[src/rtl/addsub_accumulator.sv]
// Command-queued 4-bit add/subtract accumulator. Commands wait in a small FIFO and
// execute against the running accumulator; each result is held in a valid/ready output register.
module addsub_accumulator #(
  parameter int unsigned WIDTH = 4,
  parameter int unsigned DEPTH = 4
) (
  input  logic             clk,
  input  logic             rst,
  input  logic             in_valid,
  output logic             in_ready,
  input  logic [1:0]       in_op,
  input  logic [WIDTH-1:0] in_data,
  output logic             out_valid,
  input  logic             out_ready,
  output logic [WIDTH-1:0] out_sum,
  output logic             out_cout,
  output logic             out_ovf,
  output logic             out_zero,
  output logic [WIDTH-1:0] acc
);

  localparam int unsigned PTR_W = (DEPTH > 1) ? $clog2(DEPTH) : 1;
  localparam int unsigned CNT_W = $clog2(DEPTH + 1);
  localparam int unsigned CMD_W = WIDTH + 2;
  localparam int unsigned MSB   = WIDTH - 1;

  localparam logic [1:0] OP_ADD   = 2'b00;
  localparam logic [1:0] OP_SUB   = 2'b01;
  localparam logic [1:0] OP_LOAD  = 2'b10;
  localparam logic [1:0] OP_CLEAR = 2'b11;

  logic [CMD_W-1:0] mem_q [DEPTH];
  logic [PTR_W-1:0] wr_ptr_q, wr_ptr_d;
  logic [PTR_W-1:0] rd_ptr_q, rd_ptr_d;
  logic [CNT_W-1:0] cnt_q, cnt_d;

  logic [WIDTH-1:0] acc_q, acc_d;
  logic             out_valid_q, out_valid_d;
  logic [WIDTH-1:0] out_sum_q, out_sum_d;
  logic             out_cout_q, out_cout_d;
  logic             out_ovf_q, out_ovf_d;
  logic             out_zero_q, out_zero_d;

  logic             fifo_full;
  logic             fifo_empty;
  logic             push;
  logic             fire;

  logic [CMD_W-1:0] head;
  logic [1:0]       head_op;
  logic [WIDTH-1:0] head_b;
  logic [WIDTH:0]   ext_sum;
  logic [WIDTH-1:0] res_sum;
  logic             res_cout;
  logic             res_ovf;

  assign fifo_full  = (cnt_q == CNT_W'(DEPTH));
  assign fifo_empty = (cnt_q == '0);
  assign in_ready   = !fifo_full;
  assign push       = in_valid && !fifo_full;
  assign fire       = !fifo_empty && (!out_valid_q || out_ready);

  // FIFO bookkeeping; pointers wrap naturally because DEPTH is a power of two
  always_comb begin
    wr_ptr_d = wr_ptr_q;
    rd_ptr_d = rd_ptr_q;
    cnt_d    = cnt_q;
    if (push) wr_ptr_d = wr_ptr_q + PTR_W'(1);
    if (fire) rd_ptr_d = rd_ptr_q + PTR_W'(1);
    case ({push, fire})
      2'b10:   cnt_d = cnt_q + CNT_W'(1);
      2'b01:   cnt_d = cnt_q - CNT_W'(1);
      default: cnt_d = cnt_q;
    endcase
  end

  always_ff @(posedge clk) begin
    if (push) mem_q[wr_ptr_q] <= {in_op, in_data};
  end

  assign head    = mem_q[rd_ptr_q];
  assign head_op = head[CMD_W-1 -: 2];
  assign head_b  = head[WIDTH-1:0];

  // Execute the head command against the current accumulator
  always_comb begin
    ext_sum  = '0;
    res_sum  = '0;
    res_cout = 1'b0;
    res_ovf  = 1'b0;
    case (head_op)
      OP_ADD: begin
        ext_sum  = {1'b0, acc_q} + {1'b0, head_b};
        res_sum  = ext_sum[WIDTH-1:0];
        res_cout = ext_sum[WIDTH];
        res_ovf  = (acc_q[MSB] == head_b[MSB]) && (res_sum[MSB] != acc_q[MSB]);
      end
      OP_SUB: begin
        ext_sum  = {1'b0, acc_q} + {1'b0, ~head_b} + (WIDTH+1)'(1);
        res_sum  = ext_sum[WIDTH-1:0];
        res_cout = ext_sum[WIDTH];
        res_ovf  = (acc_q[MSB] != head_b[MSB]) && (res_sum[MSB] != acc_q[MSB]);
      end
      OP_LOAD:  res_sum = head_b;
      OP_CLEAR: res_sum = '0;
      default:  res_sum = '0;
    endcase
  end

  // Output register: load on fire, otherwise drop valid once the consumer takes it
  always_comb begin
    acc_d       = acc_q;
    out_valid_d = out_valid_q;
    out_sum_d   = out_sum_q;
    out_cout_d  = out_cout_q;
    out_ovf_d   = out_ovf_q;
    out_zero_d  = out_zero_q;
    if (fire) begin
      acc_d       = res_sum;
      out_valid_d = 1'b1;
      out_sum_d   = res_sum;
      out_cout_d  = res_cout;
      out_ovf_d   = res_ovf;
      out_zero_d  = (res_sum == '0);
    end else if (out_valid_q && out_ready) begin
      out_valid_d = 1'b0;
    end
  end

  always_ff @(posedge clk or posedge rst) begin
    if (rst) begin
      wr_ptr_q    <= '0;
      rd_ptr_q    <= '0;
      cnt_q       <= '0;
      acc_q       <= '0;
      out_valid_q <= 1'b0;
      out_sum_q   <= '0;
      out_cout_q  <= 1'b0;
      out_ovf_q   <= 1'b0;
      out_zero_q  <= 1'b0;
    end else begin
      wr_ptr_q    <= wr_ptr_d;
      rd_ptr_q    <= rd_ptr_d;
      cnt_q       <= cnt_d;
      acc_q       <= acc_d;
      out_valid_q <= out_valid_d;
      out_sum_q   <= out_sum_d;
      out_cout_q  <= out_cout_d;
      out_ovf_q   <= out_ovf_d;
      out_zero_q  <= out_zero_d;
    end
  end

  assign out_valid = out_valid_q;
  assign out_sum   = out_sum_q;
  assign out_cout  = out_cout_q;
  assign out_ovf   = out_ovf_q;
  assign out_zero  = out_zero_q;
  assign acc       = acc_q;

endmodule

[config.mk]
export PLATFORM = sky130hd
export DESIGN_NAME = addsub_accumulator
export DESIGN_NICKNAME = d
export VERILOG_FILES = /design/src/rtl/addsub_accumulator.sv
export SDC_FILE = /design/constraint.sdc
export NUM_CORES = 1
export LEC_CHECK = 0
export ABC_CLOCK_PERIOD_IN_PS = 4550
export CAP_MARGIN = 20
export CORE_ASPECT_RATIO = 0.75
export CORE_UTILIZATION = 24
export CTS_CLUSTER_SIZE = 12
export DETAILED_ROUTE_END_ITERATION = 10
export PLACE_DENSITY = 0.48
export RECOVER_POWER = 50
export SLEW_MARGIN = 30
export SYNTH_ARGS = -nofsm -noshare
export SYNTH_HDL_FRONTEND = slang
export SYNTH_SLANG_ARGS = --single-unit
[constraint.sdc]
create_clock -name clk -period 4.55 [get_ports clk]
set_input_delay 0.91 -clock clk [delete_from_list [all_inputs] [get_ports clk]]
set_output_delay 0.91 -clock clk [all_outputs]
set_load 0.01 [all_outputs]
# ---- Word-level counts from Yosys, hierarchy flattened
# Memories as Yosys holds them, arrays and structs flattened.
# Index checks and enable logic that the tools add are counted.
dict set report op_classes {
  n_eq_ne 10
  addsub 7
  bitwise_logic 1
  n_mux 8
  reduce_logical 14
}
# operator count
set op_table {}
lappend op_table {{4-bit one-hot mux with 4 select lines} 1}
lappend op_table {{4-bit by 4-bit adder with 5-bit output} 2}
lappend op_table {{2-bit equality test, second input constant} 3}
lappend op_table {{3-bit one-hot mux with 2 select lines} 1}
lappend op_table {{5-bit by 1-bit adder with 5-bit output, second input constant} 1}
lappend op_table {{1-bit logical AND} 5}
lappend op_table {{2-bit by 1-bit adder with 2-bit output, second input constant} 2}
lappend op_table {{2-bit by 1-bit equality test with 1-bit output, second input constant} 2}
lappend op_table {{4-bit logical NOT} 1}
lappend op_table {{1-bit two-way mux} 4}
lappend op_table {{4-bit inverter} 1}
lappend op_table {{1-bit one-hot mux with 2 select lines} 2}
lappend op_table {{2-bit nonzero test} 2}
lappend op_table {{3-bit by 1-bit adder with 3-bit output, second input constant} 1}
lappend op_table {{3-bit equality test, second input constant} 1}
lappend op_table {{1-bit logical NOT} 3}
lappend op_table {{3-bit logical NOT} 1}
lappend op_table {{1-bit inequality test} 3}
lappend op_table {{3-bit by 1-bit subtractor with 3-bit output, second input constant} 1}
lappend op_table {{2-bit logical NOT} 1}
lappend op_table {{1-bit equality test} 1}
lappend op_table {{1-bit logical OR} 1}
dict set report totals {
  register_bits 15
  out_inout_bits 13
  input_bits 10
  memories 1
  ramBits 24
  word_cells 49
}
# name depth word_bits read_ports rd_ports_with_merged_regs write_ports line
set mem_list {}
lappend mem_list {mem_q 4 6 1 0 1 32} ;# logic [CMD_W-1:0] mem_q [DEPTH];

# ---- Depth between registers and ports, before layout
# Gate-level depths: netlist of the first run.
# An unclocked memory read counts as a cell.
dict set report depth {
  depth_word 7
  mapped_depth 11
  mapped_depth_nobuf 10
}

# ---- Worst setup path after synthesis of the first run
# Ideal clock, no wire load.
dict set report synth_timing {
  path_kind {register -> register}
  from {register rd_ptr_q[0]}
  to {register out_zero_q (netlist: out_zero)}
  required_ps 4482
  setup_ps 68
  path_buffers 1
  setup_slack_ps 1809
  synth_period_minus_slack_ps 2741
  arrival_ps 2673
  stages_incl_launch_ff 11
  path_cell_list {dfrtp_1 -> buf_2 -> mux4_2 -> inv_1 -> ha_1 -> nor2b_1 -> o21ai_0 -> a21boi_1 -> or3_1 -> a32oi_1 -> a32o_1}
}
dict set report synth_between {
  elab_chain_len 6
}
# item line
set synth_lines {}
lappend synth_lines {{start, declared} 34} ;# logic [PTR_W-1:0] rd_ptr_q, rd_ptr_d;
lappend synth_lines {{start signal, assigned} 143} ;# rd_ptr_q <= rd_ptr_d;
lappend synth_lines {{memory read 4 x 6 bit (*)} --}
lappend synth_lines {{4-bit inverter} 99} ;# ext_sum = {1'b0, acc_q} + {1'b0, ~head_b} + (WIDTH+1)'(1);
lappend synth_lines {{4-bit by 4-bit adder with 5-bit output} 99}
lappend synth_lines {{5-bit by 1-bit adder with 5-bit output} 99}
lappend synth_lines {{4-bit one-hot mux with 4 select lines (*)} 91} ;# case (head_op)
lappend synth_lines {{4-bit logical NOT (*)} 124} ;# out_zero_d = (res_sum == '0);
lappend synth_lines {{end signal, assigned} 150} ;# out_zero_q <= out_zero_d;
lappend synth_lines {{end, declared} 42} ;# logic out_zero_q, out_zero_d;
# Every way passes the cells marked *; elsewhere a longest branch is shown, timed or not.
# A chain may end at the register's enable or synchronous reset.

# ---- Worst setup path in the final report of the first run
# Ends and elaborated chain as after synthesis.

==> metrics.txt, run 1 <==
first-pass GRT wire length=6.70 mm; reg2reg path depth=9; run status=finished clean; area grow syn2layout=24.7%; vias in the first global route=1,258; top-area cell type share of the netlist area=35.3%; Fin Clk Skew=0.00451 ns; switching share of power=~37%; Avg Inst Size Synth=12.6 µm²; final period utilization=67.4%; worst r2r src=rd_ptr_q[0]; input/output buffers=22; final setup fails=0; Min-Delay Endpoint=cnt_q[0]; total power=between 1.5 and 2 mW; CTS Buf Count=5; layout cell share with drive strength beyond 1=around 7.6%; Clk Latency, worst-skew pair=about 0.28 ns; fin cells=just under 300; commonest cells in the netlist=edfxtp_1, inv_1, dfrtp_1; nets=210; largest net degree at the start of global routing=16; Mapped Area=0.00204 mm²; P per Cell Area=760 mW/mm²; RSZ-0062 raised after global routing=false; boundary pin count=23; post-cts sizing count=0; fmax=326 MHz; most numerous cell in the Yosys netlist=edfxtp_1; Synthesized Nets=188; net switching power=~0.7 mW; Hold-fix buffers, CTS=0; # diodes=0; Root Buffer=clkbuf_16; dpl hpwl=3.01 mm; Seq/Total Area, Yosys=53.6%; first-pass detailed-route iteration total=4; drt via density=4.24; CTS sink cnt=39; Finished Cell Area=0.00255 mm²; DR WL/cell=13.8 µm; Placed Area=0.00235 mm²; placed insts=282; sequential power share=30.7%; gr usage total=between 10 and 15%; worst hold path class=reg2reg; Antenna Violating Nets Remaining=0; Max-cap violations=0; worst-path fanout max=12; Initial Util=about a quarter; total number of vias=1,231; Setup WS post-layout=1.49 ns; CP arrival=around 3.3 ns; Unique masters post-synth=36; CTS tree=built; Clock transition at path regs=0.06 ns; r2r endpoint=out_zero; Worst setup EP type=register; fraction of registers with async set/reset=38.5%; slew of the pin with the lowest slew margin=~0.6 ns; H-tree depth=2; Power Internal=~1.2 mW; Clock Power Share=about a quarter; worst setup path category=reg2reg; GP Congestion=0.752; Most used DFF post-synth=edfxtp_1; grt ovf=0; Die X=109 µm; area leader, netlist=edfxtp_1; flops & latches, synth=39; post-CTS setup buffer count=0; Worst VDD drop=0.000263 V; hold path startpoint=cnt_q[0]; Gate Count Post-Synth=between 150 and 200; EDFF count, synth=24; final hold violations=0; Comb power frac=45.7%; Site Rows=28; R2R setup slack=1.49 ns; Place WS=about 1.4 ns; Worst slew margin=58.8%; CP Launch Type=register; Total Wirelength=~4.0 mm; die height=81.9 µm; initial antenna violation count=0; # DRC=0; Final Max Tran Viols=0; die area=roughly 0.0089 mm²; Worst Path Required=4.76 ns; core area=0.00806 mm²; CTS max path bufs=2; setup TNS=0 ns; WHS Path Cells=1; largest cells by area after synthesis=edfxtp_1, dfrtp_1, ha_1; Static Leak=1.04 nW; Yosys warnings=0; Starting DRT DRC Count=57; minimum clock period=3.06 ns
-- worst max-delay path, cell delays in order (launching register included) --
cell      delay (ns)
dfrtp_1         0.73
mux4_2          0.64
inv_1           0.17
ha_1            0.26
nor2b_1         0.12
o21ai_0         0.19
a21boi_1        0.11
or3_1           0.36
a32oi_1         0.24
a32o_1          0.19
-- how the worst max path moves through the flow --
stage / from / end / slack (ns)
after floorplan: rd_ptr_q[0] / out_zero / 1.81
after global placement: out_ready / cnt_q[2] / 1.44
after detailed placement: out_ready / cnt_q[2] / 1.44
after CTS: rd_ptr_q[0] / out_zero / 1.44
after global routing: rd_ptr_q[0] / out_sum[3] / 1.23
final: rd_ptr_q[0] / out_zero / 1.49
-- area by class of cell --
cell class	instances	area, µm²
Inverter	19	71.3
Timing Repair Buffer	22	220
Clock inverter	3	71.3
Sequential cell	39	1100
Fill cell	831	5510
Multi-Input combinational cell	97	833
Tap cell	105	131
Clock buffer	5	125
-- cell families (layout without fill, tap and decap cells) --
family / count (synthesis) / in the layout / share of synthesized area (%)
AOI/OAI and AO/OA: 22 / 22 / 7.04
xor gates and xnor gates: 10 / 10 / 4.28
adders and majority gates: 16 / 16 / 10.9
buffers and inverters: 26 / 49 / 5.63
DFF: 39 / 39 / 53.6
muxes: 13 / 13 / 10.3
and+or+nand+nor: 36 / 36 / 8.26
-- layout by cell type (no fill, tap or decap), types with 6 or more instances in the layout --
cell type	netlist	final
clkdlybuf4s50_1	0	13
inv_1	19	19
nand2_1	13	13
dfrtp_1	15	15
dlygate4sd3_1	0	9
o21ai_0	7	7
nor2_1	7	7
edfxtp_1	24	24
ha_1	13	13
mux2i_1	6	6
-- metrics by stage --
stage	utilization [%]	hold slack (ns)
5_1_grt	31.6	0.507
4_1_cts	31.6	0.492
2_1_floorplan	-	0.453
3_5_place_dp	29.2	0.479
6_report	31.6	0.488
3_3_place_gp	29.2	0.469
-- state kept, by name, indices dropped and copies added, names as in the netlist --
name	cells
cnt_q	3
out_ovf	1
wr_ptr_q	2
out_valid	1
rd_ptr_q	2
mem_q	24
out_cout	1
out_sum	4
out_zero	1
-- power groups by stage --
stage	sequential, mW	clock (mW)	combinational, mW
5_1_grt	0.615	0.485	0.998
3_5_place_dp	0.603	0	0.894
4_1_cts	0.599	0.468	0.898
6_report	0.595	0.456	0.885
3_3_place_gp	0.602	0	0.890
2_1_floorplan	0.558	0	0.682
-- layer usage --
metal / GRT usage (%) / vias to the layer above / wire length [µm]
met2: 15.6 / 18 / 1790
li1: - / 609 / -
met3: 2.62 / 2 / 114
met4: 2.84 / 0 / 22
met5: 0 / - / 0
met1: 14.2 / 602 / 2080
(Power assumes the default switching activity.)
==> inputs of run 2 (changes only) <==
--- a/config.mk
+++ b/config.mk
@@ -5,13 +5,13 @@
 export SDC_FILE = /design/constraint.sdc
 export NUM_CORES = 1
 export LEC_CHECK = 0
-export ABC_CLOCK_PERIOD_IN_PS = 4550
+export ABC_CLOCK_PERIOD_IN_PS = 2700
 export CAP_MARGIN = 20
 export CORE_ASPECT_RATIO = 0.75
 export CORE_UTILIZATION = 24
 export CTS_CLUSTER_SIZE = 12
 export DETAILED_ROUTE_END_ITERATION = 10
-export PLACE_DENSITY = 0.48
+export PLACE_DENSITY = 0.49
 export RECOVER_POWER = 50
 export SLEW_MARGIN = 30
 export SYNTH_ARGS = -nofsm -noshare
==> constraint.sdc (replaced) <==
create_clock -name clk -period 2.7 [get_ports clk]
set_input_delay 0.54 -clock clk [delete_from_list [all_inputs] [get_ports clk]]
set_output_delay 0.54 -clock clk [all_outputs]
set_load 0.01 [all_outputs]
==> run 2 against run 1 <==
Net effect: clock power increased by 26%; sequential power increased by 61%; critical path type unchanged; routed wire length is 2.0% lower; cell count up 2.4%; utilization down 0.062 points; worst setup slack worse by 1.3 ns.
==> metrics.txt, run 2 (same netlist as run 1, synthesis figures left out) <==
run status=finished clean; switching share of power=38.2% (+1.5 points); commonest non-fill, non-tap cell in the layout=edfxtp_1; total number of vias=1,228 (-0.24%); largest net degree at the start of global routing=16 (unchanged); CTS Buf Count=5 (unchanged); final core occ=31.6% (-0.062 points); CP Launch Type=register; Static Leak=1.04 nW (+0.19%); CTS tree=built; WHS Path Cells=2 (+1); Comb power frac=51.1% (+5.4 points); core area=0.00806 mm² (unchanged); setup TNS=0 ns (unchanged); fmax=394 MHz (+21%); Place WS=0.00781 ns (-1.43 ns); drt via density=4.13 (-2.6%); vias in the first global route=1,232 (-2.1%); Clock Power Share=18.3% (-5.2 points); worst hold path class=reg2reg; Total Wirelength=3.93 mm (-2.0%); R2R setup slack=0.16 ns (-1.32 ns); # fillers=839 (+0.96%); Die X=109 µm (unchanged); worst-path fanout max=5 (-7); total power=3.13 mW (+62%); Min-Delay Endpoint=out_ovf; worst setup path category=reg2reg; area grow syn2layout=24.4%; RSZ-0062 raised after global routing=false; net switching power=1.20 mW (+68%); die area=0.00890 mm² (unchanged); max FFs per register=24 (unchanged); minimum clock period=2.54 ns (-0.528 ns); Initial Util=25.4% (unchanged); die height=81.9 µm (unchanged); boundary pin count=23 (unchanged); r2r endpoint=out_zero; layout cell share with drive strength beyond 1=9.90% (+2.3 points); Antenna Violating Nets Remaining=0 (unchanged); Power Internal=1.93 mW (+58%); Hold-fix buffers, CTS=0 (unchanged); initial antenna violation count=0 (unchanged); final hold violations=0 (unchanged); Root Buffer=clkbuf_16; Max-cap violations=0 (unchanged); GP Congestion=0.767 (+2.0%); Setup WS post-layout=0.163 ns (-1.32 ns); CP arrival=2.76 ns (-0.52 ns); sequential power share=30.6% (about the same); Hold WS=0.476 ns (-0.0126 ns); Worst Path Required=2.92 ns (-1.84 ns); final setup fails=0 (unchanged); Starting DRT DRC Count=25 (-56%); Site Rows=28 (unchanged); Placed Area=0.00240 mm² (+2.2%); input/output buffers=22 (unchanged); Biggest register=mem_q; Worst VDD drop=0.000341 V (+30%); final period utilization=94.0% (+27 points); Clock transition at path regs=0.06 ns (about the same); # diodes=0 (unchanged); placed insts=289 (+2.5%); Worst slew margin=58.0% (-0.75 points); gr usage total=9.97% (-0.20 points); Clk Latency, worst-skew pair=0.28 ns (about the same); Worst setup EP type=register; Finished Cell Area=0.00254 mm² (-0.20%); reg2reg path depth=9 (unchanged); DR WL/cell=13.2 µm (-4.3%); H-tree depth=2 (unchanged); first-pass detailed-route iteration total=4 (unchanged); grt ovf=0 (unchanged); CTS max path bufs=2 (unchanged); most frequent cells in the layout=edfxtp_1, inv_1, dfrtp_1; # DRC=0 (unchanged); Fin Clk Skew=0.00709 ns (+0.00258 ns); fin cells=297 (+2.4%); dpl hpwl=3.07 mm (+1.9%); hold path startpoint=out_ovf; worst r2r src=rd_ptr_q[0]; P per Cell Area=1230 mW/mm² (+62%); slew of the pin with the lowest slew margin=0.629 ns (+0.0106 ns); nets=217 (+3.3%); CTS sink cnt=39 (unchanged); first-pass GRT wire length=6.40 mm (-4.4%); Final Max Tran Viols=0 (unchanged)
-- run 2: cell types whose count changed in the layout (fill, tap and decap cells not counted) --
cell       previous run  this run
o21ai_0               7         6
dfrtp_1              15        14
inv_8                 1         0
dfrtp_2               0         1
bufinv_16             2         0
clkbuf_1              0         2
o21ai_1               0         1
inv_6                 0         1
buf_4                 0         6
clkinv_1              0         1
-- run 2: how the worst max path moves through the flow --
stage                      from  endpoint  depth (start not counted)
CTS                 rd_ptr_q[0]  out_zero                          9
finish              rd_ptr_q[0]  out_zero                          9
global route        rd_ptr_q[0]  out_zero                          9
detailed placement  rd_ptr_q[0]  out_zero                          9
global placement    rd_ptr_q[0]  out_zero                          9
floorplan           rd_ptr_q[0]  out_zero                         10
-- run 2: routing by layer --
layer	routed length, µm	vias up	GRT usage [%]
li1	-	622	-
met1	2140	576	14.3
met2	1600	24	13.6
met3	148	6	3.65
met4	44	0	3.24
met5	0	-	0
-- run 2: timing repair --
action                                  in CTS  in global routing
endpoints found under the setup margin       1                  2
gates cloned                                 0                  0
resized for setup                            1                  1
buffers inserted                             0                  0
-- run 2: cell type report --
class	count	area [µm²]	area share [%]
Multi-Input combinational cell	97	833	32.8
Inverter	19	71.3	2.80
Sequential cell	39	1100	43.1
Clock buffer	6	129	5.07
Timing Repair Buffer	29	269	10.6
Tap cell	105	131	5.16
Clock inverter	2	12.5	0.492
-- run 2: worst max-delay path, stage by stage, from the launching register on --
cell and delay [ns]:
dfrtp_2 0.42, mux4_2 0.53, inv_1 0.09, ha_1 0.23, nor2b_1 0.13, o21ai_1 0.19, a21boi_1 0.11, or3_1 0.36
a32oi_1 0.24, a32o_1 0.19
-- run 2: power groups by stage --
stage / logic (mW) / clock network [mW] / registers [mW]
2_1_floorplan: 1.15 / 0 / 0.941
3_3_place_gp: 1.61 / 0 / 0.972
3_5_place_dp: 1.61 / 0 / 0.974
4_1_cts: 1.62 / 0.592 / 0.964
5_1_grt: 1.81 / 0.610 / 0.988
6_report: 1.60 / 0.573 / 0.958
